--- src/rtl/pipe_mem_stall_ctrl_if.sv ---
// Bus bundle between the pipeline stall sequencer and its neighbours:
// the CPU pipeline registers and the IM/DM bus wrappers.
//
// Handshake: im_req/dm_req are 1-cycle start pulses from the sequencer.
// Each wrapper answers with one 1-cycle im_done/dm_done pulse when its access
// completes. There is no ready back-pressure on req. A done that arrives
// while no access is pending is ignored by the sequencer.
//
// The master modport is the sequencer; slave is the pipeline/wrapper side.
interface pipe_mem_stall_ctrl_if;
   logic [2:0] ex_mem_memread;
   logic [2:0] ex_mem_memwrite;
   logic [2:0] id_ex_memread;
   logic [4:0] id_ex_rd;
   logic [4:0] if_id_rs1;
   logic [4:0] if_id_rs2;
   logic       branch_taken;
   logic       im_done;
   logic       dm_done;
   logic       im_req;
   logic       dm_req;
   logic       stall_CPU;
   logic       pc_write;
   logic       if_id_flush;
   logic       id_ex_bubble;
   logic       bus_timeout;

   modport master (
      input  ex_mem_memread, ex_mem_memwrite, id_ex_memread, id_ex_rd,
             if_id_rs1, if_id_rs2, branch_taken, im_done, dm_done,
      output im_req, dm_req, stall_CPU, pc_write, if_id_flush,
             id_ex_bubble, bus_timeout
   );

   modport slave (
      output ex_mem_memread, ex_mem_memwrite, id_ex_memread, id_ex_rd,
             if_id_rs1, if_id_rs2, branch_taken, im_done, dm_done,
      input  im_req, dm_req, stall_CPU, pc_write, if_id_flush,
             id_ex_bubble, bus_timeout
   );
endinterface

--- src/rtl/pipe_mem_stall_ctrl.sv ---
// Pipeline sequencer for the 5-stage CPU.
// Each step: issue an IM fetch (plus a DM access when MEM holds a load/store),
// hold the whole pipeline until every issued access has completed, then
// release it for exactly one advance cycle in which the branch flush and the
// load-use bubble are applied.
//
// Optional feature macro: STALL_PERF_EN adds the perf_stall_cyc and
// perf_bubble_cnt counter outputs (CNT_W bits, wrapping).
module pipe_mem_stall_ctrl #(
   parameter int WAIT_LIMIT = 1024,
   parameter int CNT_W      = 32
) (
   input  logic                  clk,
   input  logic                  rst,
   pipe_mem_stall_ctrl_if.master bus,
   output logic [1:0]            dbg_state_o
`ifdef STALL_PERF_EN
   ,
   output logic [CNT_W-1:0]      perf_stall_cyc,
   output logic [CNT_W-1:0]      perf_bubble_cnt
`endif
);

   // Counter wide enough to hold WAIT_LIMIT itself (it saturates there).
   localparam int WCW = $clog2(WAIT_LIMIT + 1);
   localparam logic [WCW-1:0] WLIM = WCW'(WAIT_LIMIT);

   // Elaboration-time guard against unusable parameter values.
   if ((WAIT_LIMIT < 2) || (CNT_W < 1)) begin : g_bad_params
      $error("pipe_mem_stall_ctrl: WAIT_LIMIT must be >= 2 and CNT_W >= 1");
   end

   typedef enum logic [1:0] {
      S_ISSUE = 2'd0,
      S_WAIT  = 2'd1,
      S_ADV   = 2'd2
   } state_e;

   state_e         state_q, state_d;
   logic           im_pend_q, im_pend_d;
   logic           dm_pend_q, dm_pend_d;
   logic [WCW-1:0] wait_cnt_q, wait_cnt_d;
   logic [WCW-1:0] wait_inc;
   logic           timeout_q, timeout_d;

   logic           mem_op;
   logic           load_use;
   logic           im_req, dm_req, stall, pc_write, flush, bubble;

   assign mem_op   = |(bus.ex_mem_memread | bus.ex_mem_memwrite);
   assign load_use = (|bus.id_ex_memread) && (|bus.id_ex_rd) &&
                     ((bus.id_ex_rd == bus.if_id_rs1) ||
                      (bus.id_ex_rd == bus.if_id_rs2));
   // Saturating increment of the wait counter.
   assign wait_inc = (wait_cnt_q == WLIM) ? wait_cnt_q : wait_cnt_q + WCW'(1);

   // State, pending flags and sticky timeout registers.
   always_ff @(posedge clk) begin
      if (rst) begin
         state_q    <= S_ISSUE;
         im_pend_q  <= 1'b0;
         dm_pend_q  <= 1'b0;
         wait_cnt_q <= '0;
         timeout_q  <= 1'b0;
      end else begin
         state_q    <= state_d;
         im_pend_q  <= im_pend_d;
         dm_pend_q  <= dm_pend_d;
         wait_cnt_q <= wait_cnt_d;
         timeout_q  <= timeout_d;
      end
   end

   // Next-state and output decode. Done pulses only affect the pending flags,
   // so stall/pc_write never depend combinationally on im_done/dm_done.
   always_comb begin
      state_d    = state_q;
      im_pend_d  = im_pend_q;
      dm_pend_d  = dm_pend_q;
      wait_cnt_d = '0;
      timeout_d  = timeout_q;
      im_req     = 1'b0;
      dm_req     = 1'b0;
      stall      = 1'b1;
      pc_write   = 1'b0;
      flush      = 1'b0;
      bubble     = 1'b0;

      case (state_q)
         S_ISSUE: begin
            // Dones seen here belong to nothing we issued yet: not sampled.
            im_req    = 1'b1;
            dm_req    = mem_op;
            im_pend_d = 1'b1;
            dm_pend_d = mem_op;
            state_d   = S_WAIT;
         end
         S_WAIT: begin
            im_pend_d  = im_pend_q & ~bus.im_done;
            dm_pend_d  = dm_pend_q & ~bus.dm_done;
            wait_cnt_d = wait_inc;
            if (wait_inc == WLIM) begin
               timeout_d = 1'b1;
            end
            if (!im_pend_d && !dm_pend_d) begin
               state_d    = S_ADV;
               wait_cnt_d = '0;
            end
         end
         S_ADV: begin
            stall     = 1'b0;
            im_pend_d = 1'b0;
            dm_pend_d = 1'b0;
            state_d   = S_ISSUE;
            if (bus.branch_taken) begin
               // Redirect to the branch target and squash both younger slots.
               pc_write = 1'b1;
               flush    = 1'b1;
               bubble   = 1'b1;
            end else if (load_use) begin
               // Hold PC and IF/ID, let a NOP flow into EX.
               bubble = 1'b1;
            end else begin
               pc_write = 1'b1;
            end
         end
         default: begin
            state_d   = S_ISSUE;
            im_pend_d = 1'b0;
            dm_pend_d = 1'b0;
         end
      endcase

      // The reset cycle presents a frozen, request-free pipeline.
      if (rst) begin
         im_req   = 1'b0;
         dm_req   = 1'b0;
         stall    = 1'b1;
         pc_write = 1'b0;
         flush    = 1'b0;
         bubble   = 1'b0;
      end
   end

   assign bus.im_req       = im_req;
   assign bus.dm_req       = dm_req;
   assign bus.stall_CPU    = stall;
   assign bus.pc_write     = pc_write;
   assign bus.if_id_flush  = flush;
   assign bus.id_ex_bubble = bubble;
   assign bus.bus_timeout  = timeout_q;
   assign dbg_state_o      = state_q;

`ifdef STALL_PERF_EN
   logic [CNT_W-1:0] stall_cyc_q;
   logic [CNT_W-1:0] bubble_cnt_q;

   // Performance counters: stalled cycles and advance cycles that bubbled.
   always_ff @(posedge clk) begin
      if (rst) begin
         stall_cyc_q  <= '0;
         bubble_cnt_q <= '0;
      end else begin
         if (stall) begin
            stall_cyc_q <= stall_cyc_q + CNT_W'(1);
         end
         if ((state_q == S_ADV) && bubble) begin
            bubble_cnt_q <= bubble_cnt_q + CNT_W'(1);
         end
      end
   end

   assign perf_stall_cyc  = stall_cyc_q;
   assign perf_bubble_cnt = bubble_cnt_q;
`endif

endmodule

--- src/flat_wrapper.sv ---
// flat-port wrapper written by rule: the top's interface ports become plain ports
module pipe_mem_stall_ctrl_flat 
#(
   parameter int WAIT_LIMIT = 1024,
   parameter int CNT_W      = 32
)
  (clk, rst, dbg_state_o, bus_ex_mem_memread, bus_ex_mem_memwrite, bus_id_ex_memread, bus_id_ex_rd, bus_if_id_rs1, bus_if_id_rs2, bus_branch_taken, bus_im_done, bus_dm_done, bus_im_req, bus_dm_req, bus_stall_CPU, bus_pc_write, bus_if_id_flush, bus_id_ex_bubble, bus_bus_timeout);
  pipe_mem_stall_ctrl_if bus_i ();
  input  logic clk;
  input  logic rst;
  output logic [1:0] dbg_state_o;
  input wire logic [$bits(bus_i.ex_mem_memread)-1:0] bus_ex_mem_memread;
  input wire logic [$bits(bus_i.ex_mem_memwrite)-1:0] bus_ex_mem_memwrite;
  input wire logic [$bits(bus_i.id_ex_memread)-1:0] bus_id_ex_memread;
  input wire logic [$bits(bus_i.id_ex_rd)-1:0] bus_id_ex_rd;
  input wire logic [$bits(bus_i.if_id_rs1)-1:0] bus_if_id_rs1;
  input wire logic [$bits(bus_i.if_id_rs2)-1:0] bus_if_id_rs2;
  input wire logic [$bits(bus_i.branch_taken)-1:0] bus_branch_taken;
  input wire logic [$bits(bus_i.im_done)-1:0] bus_im_done;
  input wire logic [$bits(bus_i.dm_done)-1:0] bus_dm_done;
  output wire logic [$bits(bus_i.im_req)-1:0] bus_im_req;
  output wire logic [$bits(bus_i.dm_req)-1:0] bus_dm_req;
  output wire logic [$bits(bus_i.stall_CPU)-1:0] bus_stall_CPU;
  output wire logic [$bits(bus_i.pc_write)-1:0] bus_pc_write;
  output wire logic [$bits(bus_i.if_id_flush)-1:0] bus_if_id_flush;
  output wire logic [$bits(bus_i.id_ex_bubble)-1:0] bus_id_ex_bubble;
  output wire logic [$bits(bus_i.bus_timeout)-1:0] bus_bus_timeout;
  assign bus_i.ex_mem_memread = bus_ex_mem_memread;
  assign bus_i.ex_mem_memwrite = bus_ex_mem_memwrite;
  assign bus_i.id_ex_memread = bus_id_ex_memread;
  assign bus_i.id_ex_rd = bus_id_ex_rd;
  assign bus_i.if_id_rs1 = bus_if_id_rs1;
  assign bus_i.if_id_rs2 = bus_if_id_rs2;
  assign bus_i.branch_taken = bus_branch_taken;
  assign bus_i.im_done = bus_im_done;
  assign bus_i.dm_done = bus_dm_done;
  assign bus_im_req = bus_i.im_req;
  assign bus_dm_req = bus_i.dm_req;
  assign bus_stall_CPU = bus_i.stall_CPU;
  assign bus_pc_write = bus_i.pc_write;
  assign bus_if_id_flush = bus_i.if_id_flush;
  assign bus_id_ex_bubble = bus_i.id_ex_bubble;
  assign bus_bus_timeout = bus_i.bus_timeout;
  pipe_mem_stall_ctrl #(.WAIT_LIMIT(WAIT_LIMIT), .CNT_W(CNT_W)) u_core (.clk(clk), .rst(rst), .bus(bus_i), .dbg_state_o(dbg_state_o));
endmodule
--- config.mk ---
export PLATFORM = sky130hd
export DESIGN_NAME = pipe_mem_stall_ctrl_flat
export DESIGN_NICKNAME = d
export VERILOG_FILES = /design/src/rtl/pipe_mem_stall_ctrl_if.sv /design/src/rtl/pipe_mem_stall_ctrl.sv /design/src/flat_wrapper.sv
export SDC_FILE = /design/constraint.sdc
export NUM_CORES = 1
export LEC_CHECK = 0
export CAP_MARGIN = 5
export CORE_AREA = 2 2 50 52
export DETAILED_ROUTE_END_ITERATION = 8
export DIE_AREA = 0 0 52 54
export PLACE_DENSITY = 0.92
export SLEW_MARGIN = 20
export SYNTH_ARGS = -nofsm -noshare
export SYNTH_HDL_FRONTEND = slang
export SYNTH_SLANG_ARGS = --single-unit
--- constraint.sdc ---
create_clock -name clk -period 2.7 [get_ports clk]
set_input_delay 0.27 -clock clk [delete_from_list [all_inputs] [get_ports clk]]
set_output_delay 0.27 -clock clk [all_outputs]
set_load 0.1 [all_outputs]
* Word-level counts from Yosys, hierarchy flattened *
Index checks and enable logic that the tools add are counted.
W data, S select, Z words.

word-level totals
  bits in registers = 16
  input bits = 29
  output and inout bits = 9
  logic and storage cells = 53

cells by class
  $add $sub $neg = 1
  equality and inequality tests = 7
  mux-type cells = 22
  bitwise gates (word level) = 6
  reduce and logical (&&, ||, !) cells = 12

operators with widths
  operator                 count
  $eq A11 B11 Y1 const B   2
  $mux W1                  17
  $add A11 B1 Y11 const B  1
  $mux W11                 1
  $eq A5 B5 Y1             2
  $reduce_or A3 Y1         3
  $reduce_or A5 Y1         1
  $pmux W1 S2              2
  $pmux W2 S2              1
  $logic_and A1 B1 Y1      3
  $not A1 Y1               3
  $or A3 B3 Y3             1
  $and A1 B1 Y1            2
  $eq A2 B1 Y1 const B     1
  $eq A2 B2 Y1 const B     1
  $logic_not A1 Y1         2
  $logic_not A2 Y1         1
  $mux W2                  1
  $ne A2 B1 Y1 const B     1
  $reduce_and A2 Y1        1
  $logic_or A1 B1 Y1       1

* Depth between registers and ports, before layout *
Gate-level depths: netlist (run 1).

  word-level depth = 7
  mapped depth = 6
  depth with buffers taken out = 6

* Worst setup path after synthesis (run 1) *
OpenSTA, ideal clock, no wires.

  path type = reg-to-output
  from = reg u_core.state_q[1], in the netlist u_core.dbg_state_o[1]
  to = out bus_pc_write
  arrival time = 3.345 ns
  required time = 2.430 ns
  path slack = -0.915 ns
  cell stages (with the launch flop) = 4
  path buffers = 0
  cells stage by stage = dfxtp_1 nor3b_1 inv_1 a21oi_1

on the way
  cells in the longest elaborated chain, start to end = 3

RTL lines
  what                    line                        source
  start, declared         pipe_mem_stall_ctrl.sv:39   state_e state_q, state_d;
  start signal, assigned  pipe_mem_stall_ctrl.sv:66   state_q <= state_d;
  $eq A2 B2 Y1            pipe_mem_stall_ctrl.sv:89   case (state_q)
  $mux W1                 pipe_mem_stall_ctrl.sv:89
  $mux W1                 pipe_mem_stall_ctrl.sv:135  if (rst) begin
  end, declared           flat_wrapper.sv:24          output wire logic [$bits(bus_i.pc_write)-1:0] bus_pc_write;

No other way between the ends.

* Worst setup path after layout (run 1) *
  from = in bus_id_ex_rd[0]
  to = out bus_pc_write

on the way
  cells in the longest elaborated chain, start to end = 7
  elaborated cells between the ends (all ways) = 10
  those cells by class = eq/ne: 2; mux: 4; reduce/logical: 4

RTL lines
  what                                                              line                                                  source
  start, declared                                                   flat_wrapper.sv:15                                    input wire logic [$bits(bus_i.id_ex_rd)-1:0] bus_id_ex_rd;
  $eq A5 B5 Y1, or another cell as far along                        pipe_mem_stall_ctrl.sv:52                             ((bus.id_ex_rd == bus.if_id_rs1) ||
  $logic_or A1 B1 Y1 / $logic_and A1 B1 Y1 (equally long branches)  pipe_mem_stall_ctrl.sv:52, pipe_mem_stall_ctrl.sv:51
  $logic_and A1 B1 Y1 (*)                                           pipe_mem_stall_ctrl.sv:51                             assign load_use = (|bus.id_ex_memread) && (|bus.id_ex_rd) &&
  $mux W1 (*)                                                       pipe_mem_stall_ctrl.sv:120                            end else if (load_use) begin
  $mux W1 (*)                                                       pipe_mem_stall_ctrl.sv:115                            if (bus.branch_taken) begin
  $mux W1 (*)                                                       pipe_mem_stall_ctrl.sv:89
  $mux W1 (*)                                                       pipe_mem_stall_ctrl.sv:135

Every way passes the cells marked *; elsewhere a longest branch is shown, timed or not.

==> impl_metrics.csv, run 1 <==
group,metric,value,unit
clocking,clk_latency,0.28,ns
critical_path,reg2regPathDepth,6,
synthesis,yosys.cell_types.count,32,
sta,slew_headroom,69.8,%
hold_path,hold_path.class,"flip-flop to flip-flop",
sta,whs,0.487,ns
placement,dp_hpwl,1.94,mm
hold_path,worst_hold_path.endpoint,"u_core.dm_pend_q$_SDFF_PP0_",
sta,setup_viol,0,
synthesis,synth_seq_cells,16,
die,start_util,42.8,%
critical_path,reg2reg_to,"u_core.bus.bus_timeout$_SDFFE_PP0P_",
critical_path,cp.arrival,1.92,ns
routing,viasPerCell,5.07,
placement,io_buffer_count,37,
cells_and_area,diodes,0,
synthesis,syn_avg_cell_area,8.27,µm²
grt,grt-ovfl-total,0,
die,die_w,52,µm
critical_path,crit_type,"input pin to output port",
synthesis,yosys-top-cells-count,"22 x nor2_1, 16 x dfxtp_1, 11 x xor2_1",
routing,drtPass1Iterations,5,
routing,vias,953,
synthesis,synth_top_area_cell,"dfxtp_1",
die,rows,18,
sta,rsz0062_at_grt,"false",
synthesis,synth.top_cell.area_share,32.3,%
grt,grt_pass1_vias,892,
routing,routedWlPerCell,12.6,µm
power_and_ir_drop,power.density,398,nW/µm²
sta,finalCritPeriodShare,81.0,%
grt,grt_max_degree,13,
synthesis,synthesis.nets,151,
clocking,cts_setup_buffers,0,
routing,drc,0,
sta,hold_viol_final,0,
clocking,cts_resized,0,
hold_path,min_from,"u_core.dm_pend_q$_SDFF_PP0_",
clocking,root_buffer,"clkbuf_4",
die,die_area,2810,µm²
sta,skew,0.00539,ns
clocking,cts_buffers,3,
die,core-area,2320,µm²
clocking,htree_levels,1,
grt,antenna_found_initial,0,
power_and_ir_drop,total_power,0.572,mW
cells_and_area,area_growth,44.8,%
grt,grt_pass1_wl,3.70,mm
synthesis,postSynthCellCount,120,
critical_path,crit_required,2.43,ns
synthesis,yosysMostFrequentCell,"nor2_1",
clocking,cts.clk_slew.worst_paths,0.08,ns
critical_path,cp-end-kind,"output port",
synthesis,synth_edf_count,0,
routing,wl,2.36,mm
synthesis,synthArstFlopShare,0,%
cells_and_area,drive_gt1_share,13.3,%
clocking,cts_tree,"done",
synthesis,synth_flop_cell,"dfxtp_1",
sta,clock.fmax,457,MHz
synthesis,yosysSeqAreaShare,32.3,%
die,die_h,54,µm
power_and_ir_drop,peakVddDrop,0.000279,V
clocking,cts_sinks,16,
routing,ant_nets,0,
synthesis,synth_area_leaders,"dfxtp_1 32%, xor2_1 9.7%, xnor2_1 8.8%",
die,io-pin-count,38,
synthesis,syn_area,992,µm²
sta,slew_violations,0,
routing,drtIter0Drc,25,
status,status,"completed",
placement,place.gp.congestion,0.876,
placement,dpl_cell_area,1410,µm²
clocking,postCtsHoldBufs,0,
clocking,cts.path.max_buffers,2,
cells_and_area,layout.nets,191,
grt,grt_usage,18.0,%
job,drv_cap,0,
synthesis,yosys_warnings,0,
hold_path,holdPathStages,2,
critical_path,cp-start-kind,"input pin",
sta,min_period,2.19,ns
critical_path,rr_startpoint,"u_core.wait_cnt_q[0]$_SDFF_PP0_",
sta,tightest_slew,0.452,ns
cells_and_area,stdcell_area,1440,µm²
critical_path,crit_fanout,3,
power_and_ir_drop,leakagePower,0.538,nW
critical_path,r2r_slack,0.83,ns
layout make-up:
cell class              instances  area, µm²
multi-input cells              96        648
inverters                       6       22.5
repair buffers                 37        385
flip-flops and latches         16        320
well taps                      30       37.5
clock buffers                   3       22.5
fillers                       199        883
state kept, by name, summed over array words and instances, names as in the netlist:
| register | count |
|---|---|
| u_core.im_pend_q | 1 |
| u_core.bus.bus_timeout | 1 |
| u_core.dm_pend_q | 1 |
| u_core.wait_cnt_q | 11 |
| u_core.dbg_state_o | 2 |
metrics by stage:
step	cells	setup TNS, ns	util, %	worst slack (ns)
after floorplan	120	-0.552	-	-0.303
after global placement	185	0	60.9	0.554
after detailed placement	185	0	60.9	0.538
after CTS	188	0	61.9	0.532
after global routing	188	0	61.9	0.423
final	188	0	61.9	0.513
power by group:
group / total (mW) / internal [mW] / leakage (nW) / switching, mW
sequential: 0.253 / 0.245 / 0.130 / 0.00722
clock: 0.122 / 0.0518 / 0.0138 / 0.0704
combinational: 0.197 / 0.0784 / 0.394 / 0.119
per-layer routing:
layer | wire, µm | vias to the layer above | global-route usage (%)
li1 | - | 482 | -
met5 | 0 | - | 0
met1 | 917 | 429 | 18.4
met2 | 1180 | 40 | 34.4
met3 | 248 | 2 | 6.94
met4 | 14 | 0 | 3.95
worst max path at each step:
stage                                            start          endpoint  slack, ns  cells after the start
finish                                 bus_id_ex_rd[0]      bus_pc_write       0.51                      6
global route                           bus_id_ex_rd[3]  bus_id_ex_bubble       0.42                      7
global placement                       bus_id_ex_rd[0]      bus_pc_write       0.55                      6
detailed placement                     bus_id_ex_rd[0]      bus_pc_write       0.54                      6
floorplan           u_core.dbg_state_o[1]$_SDFFE_PP0P_      bus_pc_write      -0.30                      3
CTS                                    bus_id_ex_rd[0]      bus_pc_write       0.53                      6
placed cells by master, fill, tap and decap left out, drive strengths merged:
cell type | synthesis | routed
clkdlybuf4s50 | 0 | 28
nor2 | 22 | 22
dfxtp | 16 | 16
xor2 | 11 | 11
xnor2 | 10 | 10
buf | 1 | 9
nand2 | 7 | 7
inv | 6 | 6
nand3 | 6 | 6
a21oi | 5 | 5
nor3 | 4 | 4
and2 | 3 | 3
nor2b | 3 | 3
mux2i | 3 | 3
clkbuf | 1 | 3
nand4 | 3 | 3
or4 | 2 | 2
nor3b | 2 | 2
nand2b | 2 | 2
a21boi | 2 | 2
ha | 2 | 2
nor4 | 2 | 2
o32ai | 1 | 1
o21a | 1 | 1
or3 | 1 | 1
and4 | 1 | 1
a31oi | 1 | 1
o22ai | 1 | 1
o21bai | 1 | 1
kinds of logic after synthesis:
kind of cell	count (synthesis)	synth area share, %
AND/OR/NAND/NOR	58	31.9
XOR/XNOR	21	18.5
flip-flops	16	32.3
AO/OA/AOI/OAI	12	8.32
buffers and inverters	8	3.40
multiplexers	3	3.03
adder cells (fa/ha/maj)	2	2.52
worst max-delay path: stages:
cell	delay, ns
clkdlybuf4s50_1	0.48
or4_1	0.54
o32ai_1	0.13
a21oi_1	0.11
a21oi_2	0.20
buf_12	0.19
No activity file was read; power rests on OpenSTA's default activity.
==> run 2: changes to the inputs <==
CORE_AREA = 2 2 42 72   (was 2 2 50 52)
DIE_AREA = 0 0 44 74   (was 0 0 52 54)
PLACE_DENSITY = 0.84   (was 0.92)
clock period = 1.85 ns   (was 2.7 ns; I/O delays follow)
==> impl_metrics.csv, run 2 (synthesis results as in run 1) <==
group,metric,value,unit
hold_path,hold_path.class,"flip-flop to flip-flop",
die,core-area,2690,µm²
cells_and_area,layout.nets,199,
clocking,cts_setup_buffers,0,
clocking,cts.clk_slew.worst_paths,0.06,ns
cells_and_area,diodes,0,
sta,rsz0062_at_grt,"false",
cells_and_area,largest_register_ffs,11,
sta,tightest_slew,0.481,ns
critical_path,cp-start-kind,"input pin",
job,drv_cap,0,
grt,grt_pass1_vias,1016,
cells_and_area,drive_gt1_share,24.0,%
routing,wl,2.72,mm
power_and_ir_drop,peakVddDrop,0.000391,V
power_and_ir_drop,power.density,601,nW/µm²
grt,grt_pass1_wl,4.37,mm
sta,finalCritPeriodShare,96.2,%
routing,ant_nets,0,
grt,grt_max_degree,13,
sta,min_period,1.78,ns
cells_and_area,fill_cells,210,
status,status,"completed",
clocking,clk_latency,0.26,ns
sta,slew_violations,0,
sta,tns,0,ns
sta,skew,0.00279,ns
die,io-pin-count,38,
sta,hold_viol_final,0,
critical_path,crit_fanout,4,
routing,drtIter0Drc,13,
placement,dp_hpwl,2.20,mm
sta,slew_headroom,67.7,%
grt,antenna_found_initial,0,
critical_path,crit_type,"input pin to output port",
routing,viasPerCell,5.30,
routing,vias,1029,
grt,grt-ovfl-total,0,
placement,place.gp.congestion,0.871,
cells_and_area,area_growth,63.9,%
cells_and_area,largest-register,"u_core.wait_cnt_q",
sta,timing.final.ws_setup,0.0696,ns
critical_path,crit_required,1.66,ns
clocking,cts_tree,"done",
grt,grt_usage,18.3,%
cells_and_area,layout_commonest_cell,"nor2_1",
clocking,cts.path.max_buffers,2,
placement,dp_slack,-0.240,ns
power_and_ir_drop,leakagePower,0.655,nW
clocking,htree_levels,1,
routing,drc,0,
placement,io_buffer_count,37,
die,die_area,3260,µm²
die,rows,25,
cells_and_area,most-common-layout-cells,"21 x nor2_1, 17 x clkdlybuf4s50_1, 12 x dfxtp_1, 11 x xor2_1, 10 x buf_4",
clocking,cts_buffers,3,
clocking,root_buffer,"clkbuf_8",
sta,clock.fmax,562,MHz
die,start_util,36.9,%
routing,drtPass1Iterations,4,
critical_path,cp-end-kind,"output port",
critical_path,cp.arrival,1.60,ns
routing,routedWlPerCell,14.0,µm
sta,setup_viol,0,
die,die_h,74,µm
clocking,cts_sinks,16,
die,die_w,44,µm
[run 2: worst paths after layout]
check	cells past startpoint	from	to	slack (ns)
worst min-delay path	2	u_core.bus.bus_timeout$_SDFFE_PP0P_	u_core.bus.bus_timeout$_SDFFE_PP0P_	0.50
worst max-delay path	5	rst	bus_pc_write	0.07
worst max register to register	6	u_core.wait_cnt_q[0]$_SDFF_PP0_	u_core.bus.bus_timeout$_SDFFE_PP0P_	0.09
worst min register to register	2	u_core.bus.bus_timeout$_SDFFE_PP0P_	u_core.bus.bus_timeout$_SDFFE_PP0P_	0.50
[run 2: routing by layer]
| metal | part of all wire [%] | global-route usage (%) | up-vias |
|---|---|---|---|
| met4 | 2.8 | 10.1 | 0 |
| li1 | - | - | 498 |
| met1 | 32 | 16.7 | 478 |
| met3 | 9.8 | 5.83 | 7 |
| met5 | 0 | 0 | - |
| met2 | 56 | 34.3 | 46 |
[run 2: power breakdown]
group	internal (mW)	switching [mW]	leakage, nW
Clock	0.153	0.129	0.0228
Combinational	0.133	0.189	0.500
Sequential	0.359	0.0133	0.132
Total	0.646	0.331	0.655
[run 2: worst max-delay path, cell delays in order]
cell and delay, ns:
clkdlybuf4s50_1 0.52, nor3b_4 0.29, clkinvlp_4 0.22, a21oi_4 0.19, buf_12 0.19
[run 2: what timing repair did]
| item | 4_1_cts | 5_1_grt |
|---|---|---|
| pin swaps | 7 | 4 |
| hold buffers | 0 | 0 |
| resized for setup | 12 | 9 |
| cloned | 0 | 0 |
| setup endpoints to repair | 2 | 3 |
| endpoints found under the hold margin | 0 | 0 |
[run 2: stage by stage]
| step | std cells | hold WS, ns | area (µm²) | total power, mW | utilization, % |
|---|---|---|---|---|---|
| 2_1_floorplan | 120 | 0.286 | 1040 | 0.560 | - |
| 3_3_place_gp | 190 | 0.475 | 1550 | 0.696 | 57.5 |
| 3_5_place_dp | 190 | 0.492 | 1550 | 0.703 | 57.5 |
| 4_1_cts | 194 | 0.501 | 1600 | 0.975 | 59.5 |
| 5_1_grt | 194 | 0.513 | 1630 | 1.02 | 60.5 |
| 6_report | 194 | 0.499 | 1630 | 0.977 | 60.5 |
[run 2: cell type report]
| type | count | area, µm² | area share, % |
|---|---|---|---|
| Tap cell | 27 | 33.8 | 2.08 |
| Timing Repair Buffer | 45 | 482 | 29.6 |
| Clock buffer | 4 | 45.0 | 2.77 |
| Sequential cell | 16 | 330 | 20.3 |
| Multi-Input combinational cell | 96 | 709 | 43.6 |
| Inverter | 6 | 26.3 | 1.62 |
==> run 3: changes to the inputs <==
RECOVER_POWER = 50   (was default)
==> impl_metrics.csv, run 3 (synthesis results as in run 1) <==
group,metric,value,unit
status,status,"completed",
power_and_ir_drop,leakagePower,0.653,nW
routing,drc,0,
die,die_w,44,µm
critical_path,cp.arrival,1.60,ns
critical_path,slowest_stage,"clkdlybuf4s50_1",
critical_path,crit_fanout,4,
power_and_ir_drop,peakVddDrop,0.000391,V
cells_and_area,multi_input_area,709,µm²
die,rows,25,
sta,clock.fmax,562,MHz
grt,grt_max_degree,13,
routing,wl,2.72,mm
placement,io_buffer_count,37,
placement,dpl_cell_area,1550,µm²
sta,slew_headroom,63.9,%
cells_and_area,fill_cells,213,
clocking,cts_buffers,3,
die,start_util,36.9,%
cells_and_area,stdcell_area,1620,µm²
clocking,cts.path.max_buffers,2,
cells_and_area,layout_commonest_cell,"nor2_1",
routing,vias,1027,
critical_path,cp-end-kind,"output port",
clocking,clk_latency,0.26,ns
clocking,cts_tree,"done",
cells_and_area,regArea,330,µm²
die,core-area,2690,µm²
placement,placed_cells,190,
routing,drtIter0Drc,13,
routing,routedWlPerCell,14.0,µm
critical_path,cp-start-kind,"input pin",
sta,whs,0.497,ns
sta,tightest_slew,0.543,ns
cells_and_area,fin_cells,194,
clocking,root_buffer,"clkbuf_8",
cells_and_area,largest-register,"u_core.wait_cnt_q",
hold_path,hold_path.class,"flip-flop to flip-flop",
die,io-pin-count,38,
sta,hold_viol_final,0,
clocking,htree_levels,1,
sta,rsz0062_at_grt,"false",
placement,place.gp.congestion,0.871,
sta,min_period,1.78,ns
cells_and_area,layout.nets,199,
routing,viasPerCell,5.29,
placement,dp_hpwl,2.20,mm
critical_path,worstPathCellList,"clkdlybuf4s50_1 -> nor3b_4 -> clkinvlp_4 -> a21oi_4 -> buf_12",
grt,grt-ovfl-total,0,
routing,drtPass1Iterations,4,
sta,slew_violations,0,
critical_path,crit_type,"input pin to output port",
clocking,cts_sinks,16,
critical_path,worst-path-buf-inv,3,
grt,grt_usage,18.3,%
critical_path,slowest_delay,0.52,ns
grt,grt_pass1_vias,1016,
sta,finalCritPeriodShare,96.2,%
grt,antenna_found_initial,0,
clocking,cts.clk_slew.worst_paths,0.06,ns
power_and_ir_drop,power.density,601,nW/µm²
grt,grt_pass1_wl,4.37,mm
die,die_h,74,µm
sta,setup_viol,0,
cells_and_area,most-common-layout-cells,"21 x nor2_1, 16 x clkdlybuf4s50_1, 12 x dfxtp_1, 11 x xor2_1",
die,die_area,3260,µm²
critical_path,cpLargestDelayFamily,"buffers and inverters",
job,drv_cap,0,
routing,ant_nets,0,
clocking,postCtsHoldBufs,0,
cells_and_area,largest_register_ffs,11,
cells_and_area,diodes,0,
cells_and_area,area_growth,63.2,%
sta,skew,0.00279,ns
critical_path,r2r_slack,0.09,ns
critical_path,crit_required,1.66,ns
cells_and_area,drive_gt1_share,24.0,%
## run 3: metal layers
| layer | vias to the layer above | GRT usage, % | share of wire [%] |
|---|---|---|---|
| met4 | 0 | 10.1 | 2.8 |
| li1 | 499 | - | - |
| met2 | 46 | 34.3 | 56 |
| met3 | 7 | 5.83 | 9.8 |
| met1 | 475 | 16.7 | 32 |
| met5 | - | 0 | 0 |
## run 3: final cells by class
type / count / area share (%)
Clock buffer: 4 / 2.78
Inverter: 6 / 1.62
Multi-Input combinational cell: 96 / 43.8
Sequential cell: 16 / 20.4
Tap cell: 27 / 2.09
Timing Repair Buffer: 45 / 29.3
## run 3: tightest hold or removal path: cells and delay by family (launching register included)
family          cells  cell delay, ns
compound gates      1            0.07
simple gates        1            0.09
flops               1            0.30
## run 3: what timing repair did
action                     in CTS  in global routing
setup endpoints to repair       2                  3
buffers inserted                0                  0
pin swaps                       7                  4
gates resized for setup        12                  9
## run 3: power breakdown
group          internal (mW)  total [mW]  switching (mW)
combinational          0.129       0.318           0.189
clock                  0.153       0.283           0.129
sequential             0.359       0.372          0.0130
total                  0.642       0.973           0.331
## run 3: per-stage QoR
stage                     total power [mW]  util [%]  setup TNS [ns]  setup slack (ns)
after floorplan                      0.560         -          -0.739            -0.404
after global placement               0.696      57.5          -0.231            -0.128
after detailed placement             0.703      57.5          -0.392            -0.240
after CTS                            0.975      59.5               0          0.000103
after global routing                  1.01      60.2               0           0.00245
final                                0.973      60.2               0            0.0694
## run 3: final timing paths
| kind | from | end | cells past startpoint |
|---|---|---|---|
| min reg2reg | u_core.im_pend_q$_SDFF_PP0_ | u_core.im_pend_q$_SDFF_PP0_ | 2 |
| max | rst | bus_pc_write | 5 |
| min | u_core.im_pend_q$_SDFF_PP0_ | u_core.im_pend_q$_SDFF_PP0_ | 2 |
| max reg2reg | u_core.wait_cnt_q[0]$_SDFF_PP0_ | u_core.bus.bus_timeout$_SDFFE_PP0P_ | 6 |
